$ cat config.mk
export PLATFORM = sky130hd
export DESIGN_NAME = serial_pattern_gen
export DESIGN_NICKNAME = d
export VERILOG_FILES = /design/src/rtl/serial_pattern_gen.sv
export SDC_FILE = /design/constraint.sdc
export NUM_CORES = 1
export LEC_CHECK = 0
export CORE_MARGIN = 5
export CORE_UTILIZATION = 51
export CTS_BUF_LIST = sky130_fd_sc_hd__clkbuf_4 sky130_fd_sc_hd__clkbuf_8 sky130_fd_sc_hd__clkbuf_16
export DETAILED_ROUTE_END_ITERATION = 16
export PLACE_DENSITY = 0.81
export SLEW_MARGIN = 15
export SYNTH_ARGS = -nofsm -noshare
export SYNTH_HDL_FRONTEND = slang
export SYNTH_SLANG_ARGS = --single-unit
$ cat constraint.sdc
create_clock -name cp -period 2.6 [get_ports cp]
set_input_delay 0.52 -clock cp [delete_from_list [all_inputs] [get_ports cp]]
set_output_delay 0.52 -clock cp [all_outputs]
set_load 0.01 [all_outputs]
$ cat src/rtl/serial_pattern_gen.sv
// serial_pattern_gen: holds a loaded bit pattern and shifts it out MSB-first
// on x, one bit per BIT_CYCLES clocks, optionally repeating with no gap.
// x is the MSB of the shift register flop, so it is glitch-free.
module serial_pattern_gen #(
  parameter int WIDTH      = 8,
  parameter int BIT_CYCLES = 1,
  parameter int LW         = $clog2(WIDTH + 1)
) (
  input  logic             cp,
  input  logic             rd,
  input  logic             load,
  input  logic [WIDTH-1:0] pattern,
  input  logic [LW-1:0]    len,
  input  logic             start,
  input  logic             repeat_en,
  input  logic             stop,
  output logic             x,
  output logic             x_valid,
  output logic             busy,
  output logic             done,
  output logic [LW-1:0]    bit_idx
);

  localparam int            TW        = (BIT_CYCLES > 1) ? $clog2(BIT_CYCLES) : 1;
  localparam logic [TW-1:0] TICK_LAST = TW'(BIT_CYCLES - 1);
  localparam logic [LW-1:0] LEN_MAX   = LW'(WIDTH);

  typedef enum logic {IDLE = 1'b0, RUN = 1'b1} state_t;

  state_t           r_state, w_state;
  logic [WIDTH-1:0] r_pat, w_pat;
  logic [WIDTH-1:0] r_sh, w_sh;
  logic [LW-1:0]    r_len, w_len;
  logic [TW-1:0]    r_tick, w_tick;
  logic [LW-1:0]    r_idx, w_idx;
  logic             r_xv, w_xv;
  logic             r_busy, w_busy;
  logic             r_done, w_done;
  logic [WIDTH-1:0] w_src_pat;

  // Length 0 (also the post-reset value) and oversize lengths mean a full-width pass.
  function automatic logic [LW-1:0] eff_len(input logic [LW-1:0] l);
    if (l == '0 || l > LEN_MAX) return LEN_MAX;
    return l;
  endfunction

  // Next-state and next-output logic; stop overrides everything else.
  always_comb begin
    w_state   = r_state;
    w_pat     = r_pat;
    w_sh      = r_sh;
    w_len     = r_len;
    w_tick    = r_tick;
    w_idx     = r_idx;
    w_xv      = r_xv;
    w_busy    = r_busy;
    w_done    = 1'b0;
    w_src_pat = load ? pattern : r_pat;
    if (stop) begin
      w_state = IDLE;
      w_sh    = '0;
      w_xv    = 1'b0;
      w_busy  = 1'b0;
      w_idx   = '0;
      w_tick  = '0;
    end else begin
      case (r_state)
        IDLE: begin
          if (load) begin
            w_pat = pattern;
            w_len = eff_len(len);
          end
          if (start) begin
            w_sh    = w_src_pat;
            w_xv    = 1'b1;
            w_busy  = 1'b1;
            w_idx   = '0;
            w_tick  = '0;
            w_state = RUN;
          end
        end
        RUN: begin
          if (r_tick != TICK_LAST) begin
            w_tick = r_tick + 1'b1;
          end else begin
            w_tick = '0;
            if (r_idx == eff_len(r_len) - 1'b1) begin
              if (repeat_en) begin
                w_sh  = r_pat;
                w_idx = '0;
              end else begin
                w_state = IDLE;
                w_sh    = '0;
                w_xv    = 1'b0;
                w_busy  = 1'b0;
                w_idx   = '0;
                w_done  = 1'b1;
              end
            end else begin
              w_sh  = {r_sh[WIDTH-2:0], 1'b0};
              w_idx = r_idx + 1'b1;
            end
          end
        end
        default: w_state = IDLE;
      endcase
    end
  end

  // State and output registers with asynchronous clear.
  always_ff @(posedge cp or negedge rd) begin
    if (!rd) begin
      r_state <= IDLE;
      r_pat   <= '0;
      r_sh    <= '0;
      r_len   <= '0;
      r_tick  <= '0;
      r_idx   <= '0;
      r_xv    <= 1'b0;
      r_busy  <= 1'b0;
      r_done  <= 1'b0;
    end else begin
      r_state <= w_state;
      r_pat   <= w_pat;
      r_sh    <= w_sh;
      r_len   <= w_len;
      r_tick  <= w_tick;
      r_idx   <= w_idx;
      r_xv    <= w_xv;
      r_busy  <= w_busy;
      r_done  <= w_done;
    end
  end

  assign x       = r_sh[WIDTH-1];
  assign x_valid = r_xv;
  assign busy    = r_busy;
  assign done    = r_done;
  assign bit_idx = r_idx;

endmodule

==> Yosys cells after proc, flatten, opt, wreduce, memory -nomap -nowiden <==
Index checks and enable logic that the tools add are counted.
{ "word_totals": {"regBits": 28, "latchBits": 0, "mem_bits_rw": 0, "mem_bits_ro": 0, "input_bits": 18, "elab_cells": 76, "memories": 0} }
{ "classes": {"add_sub_neg": 3, "mul": 0, "div": 0, "order_cmp": 2, "eq_ne": 5, "shifts": 0, "mux": 48, "n_bitwise": 2, "reduce_logical": 8} }
{ "ops": {"columns": ["cell", "n"], "rows": [
  ["8-bit two-way mux", 6],
  ["4-bit two-way mux", 11],
  ["1-bit two-way mux", 26],
  ["8-bit one-hot mux with 2 select lines", 1],
  ["3-bit inequality test, second input constant", 3],
  ["4-bit greater-than comparator, second input constant", 2],
  ["4-bit logical NOT", 2],
  ["4-bit one-hot mux with 2 select lines", 1],
  ["1-bit one-hot mux with 2 select lines", 3],
  ["4-bit by 1-bit adder with 4-bit output, second input constant", 1],
  ["4-bit equality test", 1],
  ["2-bit AND reduction", 2],
  ["4-bit AND reduction", 1],
  ["4-bit by 1-bit subtractor with 4-bit output, second input constant", 1],
  ["3-bit by 2-bit inequality test with 1-bit output, second input constant", 1],
  ["3-bit AND reduction", 1],
  ["1-bit logical OR", 2],
  ["1-bit inverter", 2],
  ["1-bit adder, second input constant", 1]
]} }

==> Depth between registers and ports, before layout <==
{ "logic_depth": {"word_depth": 16, "depth_mapped": 8, "ltp_nobuf": 7} }

==> Worst setup path after synthesis <==
No wires, ideal clock.
{ "synth_timing": {"kind": "register to register", "start": "register r_len[3]", "end": "register r_sh[0]", "setup_time_ns": 0.077, "arrival_time_ns": 1.971, "required_time_ns": 2.523, "slack_ns": 0.552, "path_stages_with_launch": 8, "n_path_buf": 0, "path_cell_list": "dfrtp_1 > nand2b_4 > ha_1 > xnor2_1 > or4b_4 > nor3_4 > a22oi_1 > a21oi_1"} }
{ "synth_via": {"elab_chain_len": 16, "word_cells_on_any_way": 17, "classes_between": "add/sub (1); order compare (1); eq/ne (1); mux (12); reduce/logical (2)"} }
{ "synth_rtl": {"columns": ["item", "line_no", "source"], "rows": [
  ["start: declaration", "33", "logic [LW-1:0] r_len, w_len;"],
  ["start signal: assignment", "126", "r_len <= w_len;"],
  ["4-bit greater-than comparator or 4-bit logical NOT (tied branches)", "43", "if (l == '0 || l > LEN_MAX) return LEN_MAX;"],
  ["1-bit logical OR", "43", null],
  ["1-bit two-way mux", "43", null],
  ["1-bit two-way mux", "83", "if (r_tick != TICK_LAST) begin"],
  ["1-bit two-way mux", "67", "case (r_state)"],
  ["1-bit two-way mux", "59", "if (stop) begin"],
  ["4-bit two-way mux (*)", "44", "return l;"],
  ["4-bit two-way mux (*)", "83", null],
  ["4-bit two-way mux (*)", "67", null],
  ["4-bit two-way mux (*)", "59", null],
  ["4-bit by 1-bit subtractor with 4-bit output (*)", "87", "if (r_idx == eff_len(r_len) - 1'b1) begin"],
  ["4-bit equality test (*)", "87", null],
  ["8-bit two-way mux (*)", "87", null],
  ["8-bit two-way mux (*)", "83", null],
  ["8-bit one-hot mux with 2 select lines (*)", "67", null],
  ["8-bit two-way mux (*)", "59", null],
  ["end signal: assignment", "125", "r_sh <= w_sh;"],
  ["end: declaration", "32", "logic [WIDTH-1:0] r_sh, w_sh;"]
]} }
Mark *: on every way between the ends. The rest lies on a longest branch, timed or not. The select of a mux whose other input is x is not followed.
A chain may end at the register's enable or synchronous reset.

==> Worst setup path in the final report <==
Ends and elaborated chain as after synthesis.

==> out/summary.txt <==
Yosys warns - 0
Nets - 175
First-pass GRT wire length - 5.47 mm
Reg clk slew, reported paths - 140 ps
Area of the multi-input gates - 691 sq um
CTS-repair resized insts - 0
GP Congestion - 0.779
Top cells by area, synth - dfrtp_1 48%, mux2_2 8.0%, mux2i_1 5.0%
P&R area growth vs syn - 22.7%
CTS Buf Count - 3
Total global-route track usage - 16.9%
Area leader, netlist - dfrtp_1
Syn avg cell area - 11.1 sq um
Routed WL - 2.95 mm
Syn Inst Count - 127
Pwr Density - 520 mW/mm^2
Least-Margin Pin Slew - 540 ps
DIE WIDTH - 62.6 microns
Final worst slack - 317 ps
Top Ports - 26
Clock Sinks - 27
Sequential area share after synthesis - 47.9%
Syn nets - 147
Hold path depth - 2
Ant diodes - 0
Core region area - 0.00271 sq mm
Worst EP required - 2860 ps
Final setup TNS - 0 ps
Residual DRC - 0
Register Area - 676 sq um
Worst reg-to-reg path cell count - 7
Hold_sp - r_sh[5]$_DFFE_PN0P_
Pre-CTS setup slack - 229 ps
Max Slew Vio Count - 0
Top-area cell type share of the netlist area - 47.9%
Hold Path Sink - r_sh[6]$_DFFE_PN0P_
TritonCTS clock tree - built
Final hold violation count - 0
Setup CP Type - register to register
Hold_buf cts - 0
CP max-delay cell - or4b_4
Via count - 1077
Synth unique cells - 34
Upper clock frequency limit - 438 MHz
Initial antenna violation count - 0
Largest net degree at the start of global routing - 28
Min Clock Period, post-route - 2280 ps
Maximum vdd drop - 0.327 mV
Crit path max-delay family - simple AND/OR/NAND/NOR gates
Share of layout cells above drive strength 1 - 18.8%
Leak - 0.753 nW
Post-CTS Setup Bufs - 0
Die Ht - 62.6 microns
CP Launch Type - register
Most common cell in the synthesized netlist - dfrtp_1
Root Driver - clkbuf_4
Type of the tightest min-delay check - register to register
Crit path DAT - 2540 ps
Drt pass-1 iters - 4
DP HPWL - 2.18 mm
EDFF count, synth - 0
I/O Buffers - 25
Status - complete, no violations
Part of the cycle the worst path needs - 87.8%
FFs w/ async S/R, synth - 100%
Worst path max stage delay - 540 ps
Total chip power - 899 uW
Fillers - 238
Clock Latency Late Sink - 320 ps
Die area - 0.00392 sq mm
Clock Skews - 3.75 ps
Initial drt markers - 35
Worst r2r src - r_len[3]$_DFFE_PN0P_
Total of max-cap violations - 0
Vias in the first global route - 1221
Worst path bufs/invs - 0
CP Cell Sequence - nand2b_4 -> ha_1 -> xnor2_1 -> or4b_4 -> nor3_4 -> a22oi_1 -> a21oi_1
Setup violations, final - 0
Routed Antenna Nets - 0
Max clock buf depth - 2
Number of vias per cell - 5.82
Starting density of the core - 52.0%
Reg2Reg Setup Slack - 320 ps
Post-synth top cells - 27 x dfrtp_1, 11 x nand2_1, 10 x mux2_2, 10 x nor2_1, 7 x mux2i_1
Max FO, Critical Path - 8
Unrepaired setup endpoints after global routing - no
Headroom to the max-slew limit - 63.9%
Num rows - 19
Leading register cell type out of synthesis - dfrtp_1
CP Capture Type - register
H-tree depth - 1
Synthesized flop and latch total - 27
Congestion Overflow GR - 0
Worst reg2reg endpoint - r_sh[0]$_DFFE_PN0P_
Synthesized area - 0.00141 sq mm
Routed len/inst - 15.9 microns
-- worst max path at each step --
stage,start,end,slack (ps),cells after the start
3_3_place_gp,stop,r_sh[7]$_DFFE_PN0P_,360,6
6_report,r_len[3]$_DFFE_PN0P_,r_sh[0]$_DFFE_PN0P_,320,7
2_1_floorplan,r_len[3]$_DFFE_PN0P_,r_sh[0]$_DFFE_PN0P_,550,7
4_1_cts,r_len[3]$_DFFE_PN0P_,r_sh[0]$_DFFE_PN0P_,290,7
5_1_grt,r_len[3]$_DFFE_PN0P_,r_sh[7]$_DFFE_PN0P_,180,7
3_5_place_dp,stop,r_sh[0]$_DFFE_PN0P_,230,6
-- worst min-delay path: stages (launching register included) --
cell,delay [ps]
dfrtp_1,380
nand2_1,50
nand3_1,60
-- registers in the layout, indices dropped and copies added, names as in the netlist --
name     count
done         1
busy         1
bit_idx      4
r_len        4
r_state      1
r_sh         8
r_pat        8
-- power by group --
group | total, mW | internal (mW) | switching (mW) | leakage [nW]
clock network | 0.192 | 0.0705 | 0.121 | 0.0184
logic | 0.198 | 0.110 | 0.0887 | 0.390
registers | 0.509 | 0.469 | 0.0402 | 0.344
total | 0.899 | 0.649 | 0.250 | 0.753
-- per-layer routing --
layer  routed length, microns  track usage, %
met3                      156            2.88
met2                     1440            27.3
met1                     1300            22.2
met4                       53            7.16
met5                        0               0
-- placed cells by master, fill, tap and decap left out --
cell type        instances
a22o_2                   2
o21ai_0                  4
xnor2_1                  3
or4_2                    1
a221o_2                  2
nor2b_1                  2
a22oi_1                  2
nor3_4                   1
a2111oi_0                5
o211ai_1                 1
xor2_1                   1
a21oi_1                  3
nor3_1                   6
a21o_1                   1
nand2_1                 11
a221o_1                  3
clkbuf_4                 4
or3_1                    1
nor3b_2                  1
dfrtp_1                 27
o41a_1                   1
mux2i_1                  7
nand3_1                  3
buf_4                    6
ha_1                     2
nor2_1                  10
clkdlybuf4s50_1         25
or4b_4                   1
nand4b_1                 1
nand2b_4                 1
nand3b_1                 1
mux2_2                  10
nand2b_1                 5
-- cells by family after synthesis --
logic type / Yosys count / share of synthesized area, %
AOI/OAI and AO/OA: 24 / 13.7
adders and majority gates: 2 / 1.77
buffers and inverters: 8 / 3.11
and+or+nand+nor: 45 / 18.1
muxes: 17 / 13.0
xor gates and xnor gates: 4 / 2.48
DFF: 27 / 47.9
-- layout make-up --
class	count	share of cell area (%)
multi-input cells	92	39.9
flip-flops and latches	27	39.0
clock buffers	4	1.74
repair buffers	31	17.1
well taps	31	2.24
-- through the flow --
| stage | hold slack [ps] | area [sq um] | util [%] | cells |
|---|---|---|---|---|
| 2_1_floorplan | 224 | 1410 | - | 127 |
| 3_5_place_dp | 480 | 1700 | 62.7 | 181 |
| 3_3_place_gp | 459 | 1700 | 62.7 | 181 |
| 5_1_grt | 560 | 1730 | 63.9 | 185 |
| 4_1_cts | 528 | 1730 | 63.9 | 185 |
| 6_report | 516 | 1730 | 63.9 | 185 |
Power figures use the tool's default switching activity.
